File: src/rtl/avg_pkg.sv
// Shared types and defaults for the vector-generator frame scheduler.
package avg_pkg;
  localparam int AVG_COORD_W_DEF = 11;
  localparam int AVG_COLOR_W_DEF = 3;
  localparam int AVG_TIMEOUT_DEF = 100000;

  typedef enum logic [1:0] {
    S_IDLE,
    S_KICK,
    S_RUN,
    S_SWAP
  } avg_sched_state_e;

  typedef struct packed {
    logic [AVG_COORD_W_DEF-1:0] startX;
    logic [AVG_COORD_W_DEF-1:0] startY;
    logic [AVG_COORD_W_DEF-1:0] endX;
    logic [AVG_COORD_W_DEF-1:0] endY;
    logic [AVG_COLOR_W_DEF-1:0] color;
  } avg_line_t;
endpackage

File: src/rtl/avg_frame_sched_if.sv
// Signal bundle between the frame scheduler, avg_core, lineRegQueue and the drawer.
interface avg_frame_sched_if #(
  parameter int COORD_W = 11,
  parameter int COLOR_W = 3
);
  logic               vblank;
  logic               vg_halt;
  logic               vggo;
  logic               q_empty;
  logic [COORD_W-1:0] q_startX;
  logic [COORD_W-1:0] q_startY;
  logic [COORD_W-1:0] q_endX;
  logic [COORD_W-1:0] q_endY;
  logic [COLOR_W-1:0] q_color;
  logic               q_read;
  logic [COORD_W-1:0] ln_startX;
  logic [COORD_W-1:0] ln_startY;
  logic [COORD_W-1:0] ln_endX;
  logic [COORD_W-1:0] ln_endY;
  logic [COLOR_W-1:0] ln_color;
  logic               ln_valid;
  logic               ln_ready;
  logic               draw_busy;
  logic               frame_swap;
  logic               timeout;
  logic [7:0]         overrun_cnt;

  // Handshake: a line transfers on the edge where ln_valid & ln_ready; once
  // ln_valid rises the ln_* fields hold until that edge. The queue head is
  // valid while !q_empty and is consumed on the edge where q_read is high.
  modport master (
    input  vblank, vg_halt, q_empty, q_startX, q_startY, q_endX, q_endY, q_color,
    input  ln_ready, draw_busy,
    output vggo, q_read, ln_startX, ln_startY, ln_endX, ln_endY, ln_color,
    output ln_valid, frame_swap, timeout, overrun_cnt
  );

  modport slave (
    output vblank, vg_halt, q_empty, q_startX, q_startY, q_endX, q_endY, q_color,
    output ln_ready, draw_busy,
    input  vggo, q_read, ln_startX, ln_startY, ln_endX, ln_endY, ln_color,
    input  ln_valid, frame_swap, timeout, overrun_cnt
  );
endinterface

File: src/rtl/avg_line_slot.sv
// One-entry output register holding the line currently offered to the drawer.
module avg_line_slot #(
  parameter int LINE_W = 47
) (
  input  logic              clk,
  input  logic              rst_b,
  input  logic              i_load,
  input  logic [LINE_W-1:0] i_data,
  input  logic              i_ready,
  output logic              o_valid,
  output logic [LINE_W-1:0] o_data,
  output logic              o_free
);
  logic              r_valid;
  logic [LINE_W-1:0] r_data;

  // A load is only issued when the slot is empty or draining this cycle.
  always_ff @(posedge clk) begin
    if (!rst_b) begin
      r_valid <= 1'b0;
      r_data  <= '0;
    end else if (i_load) begin
      r_valid <= 1'b1;
      r_data  <= i_data;
    end else if (i_ready) begin
      r_valid <= 1'b0;
    end
  end

  assign o_valid = r_valid;
  assign o_data  = r_data;
  assign o_free  = ~r_valid | i_ready;
endmodule

File: src/rtl/avg_frame_sched.sv
// Per-frame controller: kicks avg_core on vblank, drains queued lines to the
// drawer, and pulses frame_swap once core, queue and drawer are all quiet.
module avg_frame_sched
  import avg_pkg::*;
#(
  parameter int COORD_W = AVG_COORD_W_DEF,
  parameter int COLOR_W = AVG_COLOR_W_DEF,
  parameter int TIMEOUT = AVG_TIMEOUT_DEF
) (
  input  logic             clk,
  input  logic             rst_b,
  avg_frame_sched_if.master bus,
  output avg_sched_state_e o_dbg_state
);
  localparam int LINE_W = 4 * COORD_W + COLOR_W;
  localparam int CNT_W  = $clog2(TIMEOUT + 1);
  localparam logic [CNT_W-1:0] TIMEOUT_C = CNT_W'(TIMEOUT);

  avg_sched_state_e  r_state;
  avg_sched_state_e  w_next_state;
  logic              r_armed;
  logic              r_timeout;
  logic [CNT_W-1:0]  r_cnt;
  logic [7:0]        r_overrun;
  logic [CNT_W-1:0]  w_cnt_inc;
  logic              w_vggo;
  logic              w_swap;
  logic              w_run;
  logic              w_q_read;
  logic              w_done;
  logic              w_tmo;
  logic              w_valid;
  logic              w_slot_free;
  logic [LINE_W-1:0] w_head;
  logic [LINE_W-1:0] w_line;

  assign w_head    = {bus.q_startX, bus.q_startY, bus.q_endX, bus.q_endY, bus.q_color};
  assign w_cnt_inc = r_cnt + CNT_W'(1);
  // r_armed is registered, so a halt seen before the core has run this frame never ends it.
  assign w_done    = r_armed & bus.vg_halt & bus.q_empty & ~w_valid & ~bus.draw_busy;
  // RUN lasts at most TIMEOUT cycles: the TIMEOUT-th RUN cycle forces the exit.
  assign w_tmo     = (w_cnt_inc >= TIMEOUT_C);
  assign w_q_read  = w_run & ~bus.q_empty & w_slot_free;

  always_ff @(posedge clk) begin
    if (!rst_b) begin
      r_state <= S_IDLE;
    end else begin
      r_state <= w_next_state;
    end
  end

  always_comb begin
    w_next_state = r_state;
    w_vggo       = 1'b0;
    w_swap       = 1'b0;
    w_run        = 1'b0;
    case (r_state)
      S_IDLE: if (bus.vblank) w_next_state = S_KICK;
      S_KICK: begin
        w_vggo       = 1'b1;
        w_next_state = S_RUN;
      end
      S_RUN: begin
        w_run = 1'b1;
        if (w_done || w_tmo) w_next_state = S_SWAP;
      end
      S_SWAP: begin
        w_swap       = 1'b1;
        w_next_state = S_IDLE;
      end
      default: w_next_state = S_IDLE;
    endcase
  end

  always_ff @(posedge clk) begin
    if (!rst_b) begin
      r_armed   <= 1'b0;
      r_timeout <= 1'b0;
      r_cnt     <= '0;
      r_overrun <= '0;
    end else begin
      if (bus.vblank && (r_state != S_IDLE) && (r_overrun != 8'hFF)) begin
        r_overrun <= r_overrun + 8'd1;
      end
      if (r_state == S_KICK) begin
        r_armed   <= 1'b0;
        r_timeout <= 1'b0;
        r_cnt     <= '0;
      end else if (r_state == S_RUN) begin
        r_cnt <= w_cnt_inc;
        if (!bus.vg_halt) r_armed <= 1'b1;
        if (w_tmo && !w_done) r_timeout <= 1'b1;
      end
    end
  end

  avg_line_slot #(.LINE_W(LINE_W)) u_slot (
    .clk     (clk),
    .rst_b   (rst_b),
    .i_load  (w_q_read),
    .i_data  (w_head),
    .i_ready (bus.ln_ready),
    .o_valid (w_valid),
    .o_data  (w_line),
    .o_free  (w_slot_free)
  );

  assign bus.vggo        = w_vggo;
  assign bus.frame_swap  = w_swap;
  assign bus.q_read      = w_q_read;
  assign bus.ln_valid    = w_valid;
  assign {bus.ln_startX, bus.ln_startY, bus.ln_endX, bus.ln_endY, bus.ln_color} = w_line;
  assign bus.timeout     = r_timeout;
  assign bus.overrun_cnt = r_overrun;
  assign o_dbg_state     = r_state;
endmodule

File: src/flat_wrapper.sv
// flat-port wrapper written by rule: the top's interface ports become plain ports
module avg_frame_sched_flat import avg_pkg::*;
#(
  parameter int COORD_W = AVG_COORD_W_DEF,
  parameter int COLOR_W = AVG_COLOR_W_DEF,
  parameter int TIMEOUT = AVG_TIMEOUT_DEF
)
  (clk, rst_b, o_dbg_state, bus_vblank, bus_vg_halt, bus_q_empty, bus_q_startX, bus_q_startY, bus_q_endX, bus_q_endY, bus_q_color, bus_ln_ready, bus_draw_busy, bus_vggo, bus_q_read, bus_ln_startX, bus_ln_startY, bus_ln_endX, bus_ln_endY, bus_ln_color, bus_ln_valid, bus_frame_swap, bus_timeout, bus_overrun_cnt);
  avg_frame_sched_if #(.COORD_W(COORD_W), .COLOR_W(COLOR_W)) bus_i ();
  input  logic clk;
  input  logic rst_b;
  output avg_sched_state_e o_dbg_state;
  input wire logic [$bits(bus_i.vblank)-1:0] bus_vblank;
  input wire logic [$bits(bus_i.vg_halt)-1:0] bus_vg_halt;
  input wire logic [$bits(bus_i.q_empty)-1:0] bus_q_empty;
  input wire logic [$bits(bus_i.q_startX)-1:0] bus_q_startX;
  input wire logic [$bits(bus_i.q_startY)-1:0] bus_q_startY;
  input wire logic [$bits(bus_i.q_endX)-1:0] bus_q_endX;
  input wire logic [$bits(bus_i.q_endY)-1:0] bus_q_endY;
  input wire logic [$bits(bus_i.q_color)-1:0] bus_q_color;
  input wire logic [$bits(bus_i.ln_ready)-1:0] bus_ln_ready;
  input wire logic [$bits(bus_i.draw_busy)-1:0] bus_draw_busy;
  output wire logic [$bits(bus_i.vggo)-1:0] bus_vggo;
  output wire logic [$bits(bus_i.q_read)-1:0] bus_q_read;
  output wire logic [$bits(bus_i.ln_startX)-1:0] bus_ln_startX;
  output wire logic [$bits(bus_i.ln_startY)-1:0] bus_ln_startY;
  output wire logic [$bits(bus_i.ln_endX)-1:0] bus_ln_endX;
  output wire logic [$bits(bus_i.ln_endY)-1:0] bus_ln_endY;
  output wire logic [$bits(bus_i.ln_color)-1:0] bus_ln_color;
  output wire logic [$bits(bus_i.ln_valid)-1:0] bus_ln_valid;
  output wire logic [$bits(bus_i.frame_swap)-1:0] bus_frame_swap;
  output wire logic [$bits(bus_i.timeout)-1:0] bus_timeout;
  output wire logic [$bits(bus_i.overrun_cnt)-1:0] bus_overrun_cnt;
  assign bus_i.vblank = bus_vblank;
  assign bus_i.vg_halt = bus_vg_halt;
  assign bus_i.q_empty = bus_q_empty;
  assign bus_i.q_startX = bus_q_startX;
  assign bus_i.q_startY = bus_q_startY;
  assign bus_i.q_endX = bus_q_endX;
  assign bus_i.q_endY = bus_q_endY;
  assign bus_i.q_color = bus_q_color;
  assign bus_i.ln_ready = bus_ln_ready;
  assign bus_i.draw_busy = bus_draw_busy;
  assign bus_vggo = bus_i.vggo;
  assign bus_q_read = bus_i.q_read;
  assign bus_ln_startX = bus_i.ln_startX;
  assign bus_ln_startY = bus_i.ln_startY;
  assign bus_ln_endX = bus_i.ln_endX;
  assign bus_ln_endY = bus_i.ln_endY;
  assign bus_ln_color = bus_i.ln_color;
  assign bus_ln_valid = bus_i.ln_valid;
  assign bus_frame_swap = bus_i.frame_swap;
  assign bus_timeout = bus_i.timeout;
  assign bus_overrun_cnt = bus_i.overrun_cnt;
  avg_frame_sched #(.COORD_W(COORD_W), .COLOR_W(COLOR_W), .TIMEOUT(TIMEOUT)) u_core (.clk(clk), .rst_b(rst_b), .bus(bus_i), .o_dbg_state(o_dbg_state));
endmodule
File: config.mk
export PLATFORM = sky130hd
export DESIGN_NAME = avg_frame_sched_flat
export DESIGN_NICKNAME = d
export VERILOG_FILES = /design/src/rtl/avg_pkg.sv /design/src/rtl/avg_frame_sched_if.sv /design/src/rtl/avg_line_slot.sv /design/src/rtl/avg_frame_sched.sv /design/src/flat_wrapper.sv
export SDC_FILE = /design/constraint.sdc
export NUM_CORES = 1
export LEC_CHECK = 0
export ABC_AREA = 1
export BUFFER_PORTS_ARGS = -buffer_cell sky130_fd_sc_hd__clkbuf_2
export CAP_MARGIN = 40
export CORE_ASPECT_RATIO = 0.6
export CORE_UTILIZATION = 39
export DETAILED_ROUTE_END_ITERATION = 8
export PLACE_DENSITY = 0.74
export SLEW_MARGIN = 0
export SYNTH_ARGS = -nofsm -noshare
export SYNTH_HDL_FRONTEND = slang
export SYNTH_SLANG_ARGS = --single-unit
File: constraint.sdc
create_clock -name clk -period 1.7 [get_ports clk]
set_clock_uncertainty 0.1 [all_clocks]
set_input_delay 0.085 -clock clk [delete_from_list [all_inputs] [get_ports clk]]
set_output_delay 0.085 -clock clk [all_outputs]
set_load 0.01 [all_outputs]
# After elaboration in Yosys (flattened, before gate mapping)
# Index checks and enable logic that the tools add are counted.
# totals
regBits,77
# op_classes
n_addsub,2
magnitude_cmp,1
eq_ne,6
mux,8
bitwise,12
n_reduce_logical,12
# op_table
operator,n
$add 17x1->17 const B,1
$ge 17x17->1 const B,1
$add 8x1->8 const B,1
$ne 8x8->1 const B,1
$pmux 2 s4,1
$and 1x1->1,6
$reduce_and 2->1,3
$mux 1,5
$not 1->1,5
$eq 2x2->1 const B,2
$mux 2,2
$reduce_bool 2->1,2
$logic_and 1x1->1,3
$eq 2x1->1 const B,1
$logic_not 2->1,1
$ne 2x1->1 const B,1
$ne 2x2->1 const B,1
$reduce_or 2->1,1
$logic_not 1->1,1
$logic_or 1x1->1,1
$or 1x1->1,1

# Depth between registers and ports, before layout
# logic_depth
word_depth,7
ltp_mapped,15
mapped_depth_nobuf,15

# Cells and area by module
# From an unflattened synthesis, not the netlist that was laid out.
# hier_totals
hier_cells,463
hier_area_um2,3373.2
# modules_own_cells
mod,instances,cells_per_inst,area_each_um2
avg_frame_sched,1,254,1686.6
avg_line_slot,1,209,1686.6

# Least setup slack after synthesis
# No wires, ideal clock.
# synth_timing
kind,register to register
from,"reg u_core.r_state[0], in the netlist u_core.o_dbg_state[0]"
to,"reg u_core.u_slot.r_data[10], in the netlist u_core.u_slot.o_data[10]"
setup_ps,116
arrival_time_ps,1645
t_required_ps,1484
setup_slack_ps,-161
stages_incl_launch_ff,11
n_path_buf,3
synth_period_minus_slack_ps,1861
path_cell_list,dfxtp_1 > inv_1 > ha_1 > buf_2 > inv_2 > nor3_2 > inv_1 > clkbuf_1 > buf_2 > nor2_1 > nor2_1
# synth_between
elab_chain_len,4
# synth_lines
element,line,text
"start, declared",avg_frame_sched.sv:19,avg_sched_state_e r_state;
"start signal, assigned",avg_frame_sched.sv:49,r_state <= w_next_state;
$eq 2x2->1,avg_frame_sched.sv:58,case (r_state)
$mux 1,avg_frame_sched.sv:58,
$and 1x1->1 (2 in a row),avg_frame_sched.sv:43,assign w_q_read = w_run & ~bus.q_empty & w_slot_free;
"end signal, assigned",avg_line_slot.sv:24,r_data <= i_data;
"end, declared",avg_line_slot.sv:15,logic [LINE_W-1:0] r_data;
# Every way passes these cells.
# A chain may end at the register's enable or synchronous reset.

# Final worst setup path
# layout_timing
from,reg u_core.r_cnt[7]
to,"reg u_core.r_state[1], in the netlist u_core.o_dbg_state[1]"
# layout_between
elab_chain_len,5
# layout_lines
element,line,text
"start, declared",avg_frame_sched.sv:23,logic [CNT_W-1:0] r_cnt;
"start signal, assigned",avg_frame_sched.sv:91,r_cnt <= w_cnt_inc;
$add 17x1->17,avg_frame_sched.sv:38,assign w_cnt_inc = r_cnt + CNT_W'(1);
$ge 17x17->1,avg_frame_sched.sv:42,assign w_tmo = (w_cnt_inc >= TIMEOUT_C);
$logic_or 1x1->1,avg_frame_sched.sv:66,if (w_done || w_tmo) w_next_state = S_SWAP;
$ne 2x1->1 (no source line),n/a,
$reduce_and 2->1 (no source line),n/a,
# Every way passes these cells.

==> metrics.md <==
| Metric | Value |
|---|---|
| Outcome | `finished, violations left` |
| Failing checks | `setup timing` |
| Fin area | `0.00537 mm^2` |
| Sequential area share after synthesis | `47.0%` |
| Critical path cell sequence | `nand2_1 -> nor2_1 -> nand3_1 -> clkinv_1 -> nand2_1 -> xor2_1 -> nor2_1 -> nand2_2 -> nand2_4 -> nand3_2 -> nand2_2 -> nor2_1` |
| Synthesis-to-finish area growth | `63.5%` |
| Top cells by count, synth | `nor2_1 (118), dfxtp_1 (77), nand2_1 (66)` |
| Area after DPL | `0.00420 mm^2` |
| Vias in the first global route | `3,612` |
| Antenna diodes | `0` |
| Yosys reg bits | `77` |
| Antenna viol nets, final | `0` |
| Arr. time, crit path | `2050 ps` |
| GRT overflow | `0` |
| Initial antenna violation count | `0` |
| Period utilization | `113%` |
| CP max FO | `4` |
| # setup viols final | `6` |
| Pwr Total | `0.00721 W` |
| # H-tree levels | `3` |
| DRT iter0 DRCs | `219` |
| Max-cap violations | `0` |
| Unrepaired setup endpoints after global routing | `yes` |
| Port buffer count | `115` |
| Drt wl/cell | `15.5 um` |
| CP Capture Point | `u_core.o_dbg_state[1]` |
| FF+latch area | `0.00155 mm^2` |
| Syn_area_per_cell | `7.18 um^2` |
| Worst Tran Pin Value | `496 ps` |
| Routed via count | `3,865` |
| Die Width | `120 um` |
| R2R Path Start | `u_core.r_cnt[7]` |
| Max VDD drop | `722 uV` |
| Clock period minus worst slack | `1930 ps` |
| Gr usage total | `26.1%` |
| Row cnt | `25` |
| Setup ws final | `-229 ps` |
| CTS sink cnt | `77` |
| Async S/R FF share, synth | `0%` |
| Setup TNS Final | `-685 ps` |
| Initial Util | `41.0%` |
| LEAKAGE | `2.60 nW` |
| Top delay family on crit path | `simple AND/OR/NAND/NOR gates` |
| Setup crit end kind | `flip-flop` |
| Top_reg_cell synth | `dfxtp_1` |
| Top-count cell post-synth | `nor2_1` |
| Hold Vio Cnt, Final | `0` |
| DR vias/cell | `5.03` |
| Worst-path clk slew | `60 ps` |
| Peak Freq | `518 MHz` |
| Post-synth top area share | `47.0%` |
| Power per Cell Area | `1340 mW/mm^2` |
| Critical R2R Capture | `u_core.o_dbg_state[1]` |
| Area of the multi-input gates | `0.00162 mm^2` |
| CTS root buffer | `clkbuf_16` |
| Layout cells sized above 1 | `32.1%` |
| Filler cells | `666` |
| DIE HEIGHT | `73.1 um` |
| Inst Count DP | `692` |
| Core area | `0.00801 mm^2` |
| WP depth | `12` |
| TritonCTS clock tree | `done` |
| Most common cell on crit path | `nor2_1` |
| Critical path origin | `u_core.r_cnt[7]` |
| Final wirelength | `11,900 um` |
| Worst skew pair latency | `330 ps` |
| CTS max path bufs | `2` |
| Largest net degree at the start of global routing | `57` |
| Synth warnings | `0` |
| Routability Congestion | `0.943` |
| Crit path buffers/inverters | `1` |
| Die ar. | `0.00880 mm^2` |
| CTS Buf Count | `9` |
| Fin nets | `717` |
| Rel. slew slack | `66.9%` |
| Critical-path top delay cell | `dfxtp_1` |
| Max stage delay on crit path | `410 ps` |
| Initial DRT Pass Iterations | `5` |
| Non-Filler Instances | `769` |
| Detail Placement HPWL | `6230 um` |
| Mapped Nets | `518` |
| Worst Setup Start Kind | `flip-flop` |
| R2R Setup Slk | `-230 ps` |
| DR DRC count | `0` |
| Number of enable flip-flop cells after synthesis | `0` |
| Boundary pin count | `116` |
| WP data required | `1820 ps` |
| Hold WC Path Type | `input pin to flip-flop` |
| R2R cell count | `12` |
| Post-synthesis instance area | `0.00328 mm^2` |
| Top post-synthesis cells by area | `dfxtp_1 (47%), nor2_1 (13%), o21ai_0 (8.8%)` |
| First-pass GRT wire length | `17,600 um` |
| Critical path class | `flip-flop to flip-flop` |
| Slew Limit Fails | `0` |
| Post-synth cell types | `27` |
| Syn Inst Count | `457` |
| Largest area contributor in the netlist | `dfxtp_1` |
==> power by group <==
group,switching [W],internal [W],leakage (nW),total (W)
Clock,0.000735,0.00156,0.176,0.00229
Sequential,0.000285,0.00218,0.630,0.00247
Combinational,0.00136,0.00110,1.80,0.00246
Total,0.00238,0.00484,2.60,0.00721
==> cells by family (layout without fill, tap and decap cells) <==
| group | Yosys count | count (layout) | synth area share [%] |
|---|---|---|---|
| adder cells (fa/ha/maj) | 7 | 7 | 2.67 |
| buffers and inverters | 62 | 266 | 7.35 |
| AND/OR/NAND/NOR | 220 | 220 | 27.6 |
| XOR/XNOR | 4 | 4 | 1.07 |
| flip-flops | 77 | 77 | 47.0 |
| AO/OA/AOI/OAI | 87 | 87 | 14.4 |
==> worst min-delay path by stage <==
stage | slack (ps) | depth (start not counted) | startpoint | end
global placement | 210 | 3 | bus_q_startY[0] | u_core.u_slot.o_data[25]
detailed placement | 210 | 3 | bus_q_color[1] | u_core.u_slot.o_data[1]
floorplan | 120 | 2 | bus_q_startY[2] | u_core.u_slot.o_data[27]
global route | 40 | 3 | bus_ln_ready | u_core.u_slot.o_valid
CTS | 20 | 3 | bus_ln_ready | u_core.u_slot.o_valid
finish | 30 | 3 | bus_ln_ready | u_core.u_slot.o_valid
==> cells in the final DEF, fill, tap and decap left out, types with 2 or more instances in the layout <==
master	n
o21bai_1	2
nor3_1	3
nor2_1	112
a21oi_2	2
clkbuf_8	3
inv_1	35
a21oi_1	14
nand2_1	62
dlygate4sd3_1	49
o211ai_1	10
dfxtp_4	2
buf_12	2
ha_4	2
bufinv_16	3
buf_6	3
dfxtp_1	71
o21ai_0	58
clkbuf_2	115
nand3_2	2
nor2_4	3
clkbuf_16	12
nand2_2	5
nand3_1	13
buf_4	33
dfxtp_2	4
inv_2	5
xor2_1	3
nand4_1	6
nor2_2	5
ha_1	5
==> cell type report <==
type / count / area share, %
Sequential cell: 77 / 29.0
Timing Repair Buffer: 208 / 28.6
Multi-Input combinational cell: 318 / 30.2
Clock buffer: 13 / 5.03
Inverter: 42 / 2.98
Clock inverter: 3 / 1.68
Tap cell: 108 / 2.52
==> through the flow <==
step / utilization (%) / hold slack [ps] / setup WS (ps)
final: 67.0 / 26.3 / -229
after detailed placement: 52.5 / 215 / -122
after floorplan: - / 120 / 22.3
after global placement: 52.5 / 206 / -88.7
after global routing: 67.0 / 39.1 / -305
after CTS: 65.0 / 22.6 / -79.6
==> per-layer routing <==
metal / share of wire, % / up-vias / GRT usage, %
met1: 43 / 1811 / 31.1
met2: 49 / 159 / 46.0
met5: 0 / - / 0
met4: 2.3 / 0 / 7.96
met3: 5.8 / 28 / 7.50
li1: - / 1867 / -
==> worst reg2reg max path: stages, from the launching register on <==
cell	delay [ps]
dfxtp_1	410
nand2_1	150
nor2_1	170
nand3_1	130
clkinv_1	90
nand2_1	90
xor2_1	170
nor2_1	160
nand2_2	90
nand2_4	80
nand3_2	70
nand2_2	60
nor2_1	40
==> what timing repair did <==
item | 4_1_cts | 5_1_grt
hold buffers | 49 | 0
endpoints found under the hold margin | 50 | 0
pin swaps | 9 | 17
gates cloned | 2 | 4
endpoints found under the setup margin | 9 | 58
setup buffers | 4 | 2
resized for setup | 17 | 18
==> sequential cells by signal, summed over array words and instances, names as in the netlist <==
register                cells
u_core.bus.overrun_cnt      8
u_core.bus.timeout          1
u_core.o_dbg_state          2
u_core.r_cnt               17
u_core.u_slot.o_valid       1
u_core.u_slot.o_data       47
u_core.r_armed              1
No activity file was read; power rests on OpenSTA's default activity.
